[src/rtl/fp_add_seq.sv]
// Multi-cycle floating-point add/subtract sequencer.
// Accepts one operand pair over valid/ready, then walks it through ALIGN,
// ADD and NORM states (one left shift per NORM cycle). It holds the packed
// result and {N,Z,C,V} flags in DONE until the consumer takes them.
// Rounding is truncation. An exponent field of zero means the value zero.
module fp_add_seq #(
    parameter int EXP_W = 8,
    parameter int MAN_W = 23
) (
    input  logic                     clk,
    input  logic                     reset,
    input  logic                     in_valid,
    output logic                     in_ready,
    input  logic [EXP_W+MAN_W:0]     srcA,
    input  logic [EXP_W+MAN_W:0]     srcB,
    input  logic                     sub,
    output logic                     out_valid,
    input  logic                     out_ready,
    output logic [EXP_W+MAN_W:0]     result,
    output logic [3:0]               ALUFlags
);

    localparam int W     = 1 + EXP_W + MAN_W;
    localparam int HID_W = MAN_W + 1;
    localparam int SUM_W = MAN_W + 2;

    localparam logic [EXP_W-1:0] EXP_ZERO  = {EXP_W{1'b0}};
    localparam logic [EXP_W-1:0] EXP_ONE   = {{(EXP_W-1){1'b0}}, 1'b1};
    localparam logic [EXP_W-1:0] EXP_ONES  = {EXP_W{1'b1}};
    // Exponents at or above this overflow when incremented by a carry.
    localparam logic [EXP_W-1:0] EXP_OVF   = {{(EXP_W-1){1'b1}}, 1'b0};
    localparam logic [EXP_W:0]   MAX_SHIFT = (EXP_W+1)'(MAN_W + 1);

    typedef enum logic [2:0] {
        S_IDLE  = 3'd0,
        S_ALIGN = 3'd1,
        S_ADD   = 3'd2,
        S_NORM  = 3'd3,
        S_DONE  = 3'd4
    } state_t;

    state_t               state_r, state_next_s;
    logic [W-1:0]         op_a_r, op_b_r;
    logic                 sign_r, eff_sub_r;
    logic [EXP_W-1:0]     exp_r;
    logic [HID_W-1:0]     man_max_r, man_min_r;
    logic [SUM_W-1:0]     sum_r;
    logic [W-1:0]         result_r;
    logic [3:0]           flags_r;
    logic                 in_ready_r, out_valid_r;

    // Alignment datapath signals
    logic [EXP_W-1:0]     a_exp_s, b_exp_s, max_exp_s, min_exp_s, diff_s;
    logic [HID_W-1:0]     a_man_s, b_man_s, max_man_s, min_man_s, min_al_s;
    logic                 a_ge_b_s, a_eq_b_s, max_sign_s, sign_s, eff_sub_s;
    logic [SUM_W-1:0]     sum_s;

    // Normalization decision signals
    logic                 norm_fin_s;
    logic [W-1:0]         norm_res_s;
    logic [3:0]           norm_flg_s;

    assign in_ready  = in_ready_r;
    assign out_valid = out_valid_r;
    assign result    = result_r;
    assign ALUFlags  = flags_r;

    // Order captured operands by magnitude and align the smaller mantissa.
    always_comb begin
        a_exp_s  = op_a_r[W-2:MAN_W];
        b_exp_s  = op_b_r[W-2:MAN_W];
        a_man_s  = (a_exp_s != EXP_ZERO) ? {1'b1, op_a_r[MAN_W-1:0]} : {HID_W{1'b0}};
        b_man_s  = (b_exp_s != EXP_ZERO) ? {1'b1, op_b_r[MAN_W-1:0]} : {HID_W{1'b0}};
        a_ge_b_s = ({a_exp_s, a_man_s} >= {b_exp_s, b_man_s});
        a_eq_b_s = ({a_exp_s, a_man_s} == {b_exp_s, b_man_s});
        if (a_ge_b_s) begin
            max_exp_s  = a_exp_s;
            max_man_s  = a_man_s;
            max_sign_s = op_a_r[W-1];
            min_exp_s  = b_exp_s;
            min_man_s  = b_man_s;
        end else begin
            max_exp_s  = b_exp_s;
            max_man_s  = b_man_s;
            max_sign_s = op_b_r[W-1];
            min_exp_s  = a_exp_s;
            min_man_s  = a_man_s;
        end
        diff_s = max_exp_s - min_exp_s;
        if ({1'b0, diff_s} > MAX_SHIFT) begin
            min_al_s = {HID_W{1'b0}};
        end else begin
            min_al_s = min_man_s >> diff_s;
        end
        eff_sub_s = op_a_r[W-1] ^ op_b_r[W-1];
        // Exact cancellation always produces +0.
        if (eff_sub_s && a_eq_b_s) begin
            sign_s = 1'b0;
        end else begin
            sign_s = max_sign_s;
        end
    end

    // Mantissa add or magnitude subtract (max >= min, so never negative).
    always_comb begin
        if (eff_sub_r) begin
            sum_s = {1'b0, man_max_r} - {1'b0, man_min_r};
        end else begin
            sum_s = {1'b0, man_max_r} + {1'b0, man_min_r};
        end
    end

    // Decide whether this NORM cycle finishes and what it produces.
    always_comb begin
        norm_fin_s = 1'b0;
        norm_res_s = result_r;
        norm_flg_s = flags_r;
        if (sum_r == {SUM_W{1'b0}}) begin
            norm_fin_s = 1'b1;
            norm_res_s = {W{1'b0}};
            norm_flg_s = 4'b0100;
        end else if (sum_r[SUM_W-1]) begin
            norm_fin_s = 1'b1;
            if (exp_r >= EXP_OVF) begin
                norm_res_s = {sign_r, EXP_ONES, {MAN_W{1'b0}}};
                norm_flg_s = {sign_r, 1'b0, 1'b1, 1'b1};
            end else begin
                norm_res_s = {sign_r, exp_r + EXP_ONE, sum_r[MAN_W:1]};
                norm_flg_s = {sign_r, 1'b0, 1'b1, 1'b0};
            end
        end else if (exp_r == EXP_ZERO) begin
            // Left shifts ran the exponent down to zero: flush to signed zero.
            norm_fin_s = 1'b1;
            norm_res_s = {sign_r, {(W-1){1'b0}}};
            norm_flg_s = {sign_r, 1'b1, 1'b0, 1'b0};
        end else if (sum_r[MAN_W]) begin
            norm_fin_s = 1'b1;
            norm_res_s = {sign_r, exp_r, sum_r[MAN_W-1:0]};
            norm_flg_s = {sign_r, 1'b0, 1'b0, 1'b0};
        end else begin
            norm_fin_s = 1'b0;
        end
    end

    // Next-state logic of the sequencer.
    always_comb begin
        state_next_s = state_r;
        case (state_r)
            S_IDLE: begin
                if (in_valid) begin
                    state_next_s = S_ALIGN;
                end else begin
                    state_next_s = S_IDLE;
                end
            end
            S_ALIGN: state_next_s = S_ADD;
            S_ADD:   state_next_s = S_NORM;
            S_NORM: begin
                if (norm_fin_s) begin
                    state_next_s = S_DONE;
                end else begin
                    state_next_s = S_NORM;
                end
            end
            S_DONE: begin
                if (out_ready) begin
                    state_next_s = S_IDLE;
                end else begin
                    state_next_s = S_DONE;
                end
            end
            default: state_next_s = S_IDLE;
        endcase
    end

    // State register plus registered handshake outputs.
    always_ff @(posedge clk or negedge reset) begin
        if (!reset) begin
            state_r     <= S_IDLE;
            in_ready_r  <= 1'b1;
            out_valid_r <= 1'b0;
        end else begin
            state_r     <= state_next_s;
            in_ready_r  <= (state_next_s == S_IDLE);
            out_valid_r <= (state_next_s == S_DONE);
        end
    end

    // Operand capture and per-state datapath registers.
    always_ff @(posedge clk or negedge reset) begin
        if (!reset) begin
            op_a_r    <= {W{1'b0}};
            op_b_r    <= {W{1'b0}};
            sign_r    <= 1'b0;
            eff_sub_r <= 1'b0;
            exp_r     <= {EXP_W{1'b0}};
            man_max_r <= {HID_W{1'b0}};
            man_min_r <= {HID_W{1'b0}};
            sum_r     <= {SUM_W{1'b0}};
            result_r  <= {W{1'b0}};
            flags_r   <= 4'b0000;
        end else begin
            case (state_r)
                S_IDLE: begin
                    if (in_valid) begin
                        op_a_r <= srcA;
                        op_b_r <= {srcB[W-1] ^ sub, srcB[W-2:0]};
                    end
                end
                S_ALIGN: begin
                    sign_r    <= sign_s;
                    eff_sub_r <= eff_sub_s;
                    exp_r     <= max_exp_s;
                    man_max_r <= max_man_s;
                    man_min_r <= min_al_s;
                end
                S_ADD: begin
                    sum_r <= sum_s;
                end
                S_NORM: begin
                    if (norm_fin_s) begin
                        result_r <= norm_res_s;
                        flags_r  <= norm_flg_s;
                    end else begin
                        sum_r <= sum_r << 1'b1;
                        exp_r <= exp_r - EXP_ONE;
                    end
                end
                S_DONE: begin
                    sum_r <= sum_r;
                end
                default: begin
                    sum_r <= sum_r;
                end
            endcase
        end
    end

endmodule

[config.mk]
export PLATFORM = sky130hd
export DESIGN_NAME = fp_add_seq
export DESIGN_NICKNAME = d
export VERILOG_FILES = /design/src/rtl/fp_add_seq.sv
export SDC_FILE = /design/constraint.sdc
export NUM_CORES = 1
export LEC_CHECK = 0
export ABC_AREA = 1
export BUFFER_PORTS_ARGS = -buffer_cell sky130_fd_sc_hd__buf_4
export CAP_MARGIN = 20
export CORE_MARGIN = 1.5
export CORE_UTILIZATION = 35
export CTS_BUF_LIST = sky130_fd_sc_hd__clkbuf_4
export DETAILED_ROUTE_END_ITERATION = 6
export GPL_ROUTABILITY_DRIVEN = 0
export HOLD_SLACK_MARGIN = 0.05
export MAX_ROUTING_LAYER = met4
export RECOVER_POWER = 25
export SYNTH_ARGS = -nofsm -noshare
export SYNTH_HDL_FRONTEND = slang
export SYNTH_SLANG_ARGS = --single-unit
[constraint.sdc]
create_clock -name clk -period 5.3 [get_ports clk]
set_input_delay 0.265 -clock clk [delete_from_list [all_inputs] [get_ports clk]]
set_output_delay 0.265 -clock clk [all_outputs]
set_load 0.01 [all_outputs]
==> reports/metrics.cfg <==
[clock_tree]
clk_pin_slew_ns=0.17
worstSkewPairLatency_ns=0.62
cts_tree=built
clock-root-buffer=clkbuf_4
cts.sinks=187
htree_levels=4
clk_path_buf_depth=2
cts_buffers=17

[status]
violations=capacitance limit, slew limit
status=finished with violations

[synth]
synthAdderAreaFrac_pct=6.28
synth.most_common_cell=nand2_1
avgSynthCellArea_sq_um=7.11
synth_cells=1780
synth_top_area_share_pct=36.8
yosys.area.top_type=dfrtp_1
synthTopCellsByCount=nand2_1, dfrtp_1, nand3_1, o21ai_0, inv_1
synth_top_family_by_area=simple AND/OR/NAND/NOR gates
synth_compound_area_share_pct=16.6
ys_seq_elements=187
synth_nets=1912
synthTopCellsByArea=dfrtp_1, nand2_1, ha_1
yosysWarnings=0
yosys.area_share.simple_pct=28.7
synthDistinctLibCells=50
synth_edf_count=0
ys.flop_type=dfrtp_1
async_flop_share_pct=100
syn-cell-area_sq_um=12700
synthMuxAreaShare_pct=0
synthXorXnorAreaFrac_pct=3.58
ys_seq_area_share_pct=37.0

[setup_path]
cp.buffers_inverters=6
crit_path_end_kind=flip-flop
regToRegStartpoint=op_b_r[29]
critPathKind=reg2reg
worst_path_max_delay_cell=inv_1
required_ns=5.82
critical-path-top-delay-family=simple AND/OR/NAND/NOR gates
slowest_delay_ns=0.63
path_common_cell=nand2_1
worstSetupStartpointType=flip-flop
worstReg2RegEnd=man_min_r[0]
r2r_slack_ns=0.32
critPathMaxFanout=24
crit_path_start=op_b_r[29]
r2r_cells=28
cp_data_arrival_time_ns=5.50

[die]
die_h_um=193
die_w_um=193
coreArea_sq_um=35600
io_pins=107
rows=69
start_util_pct=35.6
die-area_sq_um=37300

[finish]
drive_gt1_share_pct=8.30
fin_cells=2383
nets=2034
area_growth_pct=16.2

[detailed_routing]
avgRoutedWirePerCell_um=15.3
vias_per_cell=5.17
wl_mm=36.3
drtIter0Drc=813
antenna_left=0
num_vias=12317
first_pass_iters=7
drc=0

[placement]
port_buffers=106
dp.cells=2272
dp_hpwl_mm=26.8

[sta]
finalMaxSlewViolations=179
slew_headroom_pct=-40.1
setup_tns_ns=0
final-setup-viol-count=0
min_period_ns=4.98
worst_pin_slew_ns=2.10
post-route-period-util_pct=94.0
skew_ns=0.0284
clock.fmax_mhz=201
final_hold_viol_count=0

[grt]
grt_pass1_vias=11685
grt_pass1_wl_mm=59.6
grt_max_degree=152
grt_util_all_layers_pct=20.0
overflow=0
antenna_found_initial=2

[hold_path]
min_path_cells=4
hold_end=op_b_r[9]
worstHoldStart=srcB[9]
hold_class=in2reg

[run]
drv_cap=2

-- flip-flops by register name, indices dropped and copies added (netlist names) --
signal,flops
man_max_r,24
eff_sub_r,1
sum_r,25
result,32
sign_r,1
ALUFlags,3
state_r,3
in_ready,1
op_a_r,32
op_b_r,32
man_min_r,24
exp_r,8
out_valid,1
-- repair_timing --
item                                   CTS  global route
buffers inserted                         0             2
setup endpoints to repair                0            20
hold buffers                            69             0
endpoints found under the hold margin  103             0
gates resized for setup                  0             6
-- cells in the final DEF, fill, tap and decap left out, types with 3 or more instances in the layout --
master,synthesis,layout
nor3_1,23,21
dlygate4sd3_1,0,69
a21o_1,4,4
nor2_4,2,3
nor3_2,1,3
a21boi_0,3,3
a31oi_1,20,20
nor2_1,107,106
a21oi_1,142,142
clkbuf_4,0,19
nand3_1,149,149
o21ai_1,10,10
inv_6,0,4
ha_1,62,62
inv_1,147,145
xor2_1,34,34
o22ai_1,10,10
o31ai_1,29,29
inv_2,9,10
nand2_2,7,7
diode_2,0,7
nand2_1,469,469
dfrtp_1,186,186
clkbuf_1,72,40
nand4_1,66,66
o21ai_0,149,149
nor4_1,7,7
xnor2_1,14,14
clkinvlp_4,0,4
buf_4,4,89
o211ai_1,5,5
o221ai_1,3,3
-- metal layers --
layer	up-vias	track usage, %	part of all wire (%)
li1	6262	-	-
met5	-	-	0
met2	302	30.5	45
met4	0	5.46	2.1
met1	5711	27.1	48
met3	42	3.64	4.7
-- how the worst max path moves through the flow --
stage                               end  slack [ns]  cells after the start
final                      man_min_r[0]        0.32                     28
after global routing       man_min_r[1]      -0.002                     33
after CTS                  man_min_r[2]        0.35                     25
after detailed placement   man_min_r[2]        0.41                     25
after global placement     man_min_r[2]        0.44                     25
after floorplan           man_min_r[18]        1.42                     27
-- per-stage QoR --
stage / utilization [%] / area, sq um / hold slack, ns / setup WS [ns]
after floorplan: - / 12700 / -0.0306 / 1.42
after global placement: 38.9 / 13800 / 0.186 / 0.440
after detailed placement: 38.9 / 13800 / 0.187 / 0.412
after CTS: 41.7 / 14800 / 0.160 / 0.350
after global routing: 41.4 / 14700 / 0.313 / -0.00184
final: 41.4 / 14700 / 0.372 / 0.315
-- logic make-up (layout without fill, tap and decap cells) --
kind of cell / count (synthesis) / count (layout)
and+or+nand+nor: 840 / 840
AOI/OAI and AO/OA: 383 / 383
buffers and inverters: 257 / 392
DFF: 187 / 187
adders and majority gates: 63 / 63
xor gates and xnor gates: 50 / 50
other: 0 / 7
-- final cells by class --
| class | instances | area [sq um] |
|---|---|---|
| fillers | 3712 | 20900 |
| multi-input cells | 1336 | 7000 |
| flip-flops and latches | 187 | 4680 |
| repair buffers | 201 | 1550 |
| inverters | 158 | 597 |
| well taps | 461 | 577 |
| clock inverters | 14 | 160 |
| clock buffers | 18 | 135 |
| diodes | 7 | 17.5 |
| repair inverters | 1 | 7.51 |
-- worst reg2reg max path, delay by kind of cell, from the launching register on --
family                     cells  cell delay (ns)
and+or+nand+nor               20             2.45
buffers and inverters          6             1.35
adders and majority gates      2             0.66
DFF                            1             0.42
Power is not shown: default switching activity piles up to over one toggle a cycle in this logic, so the estimate is an artifact.
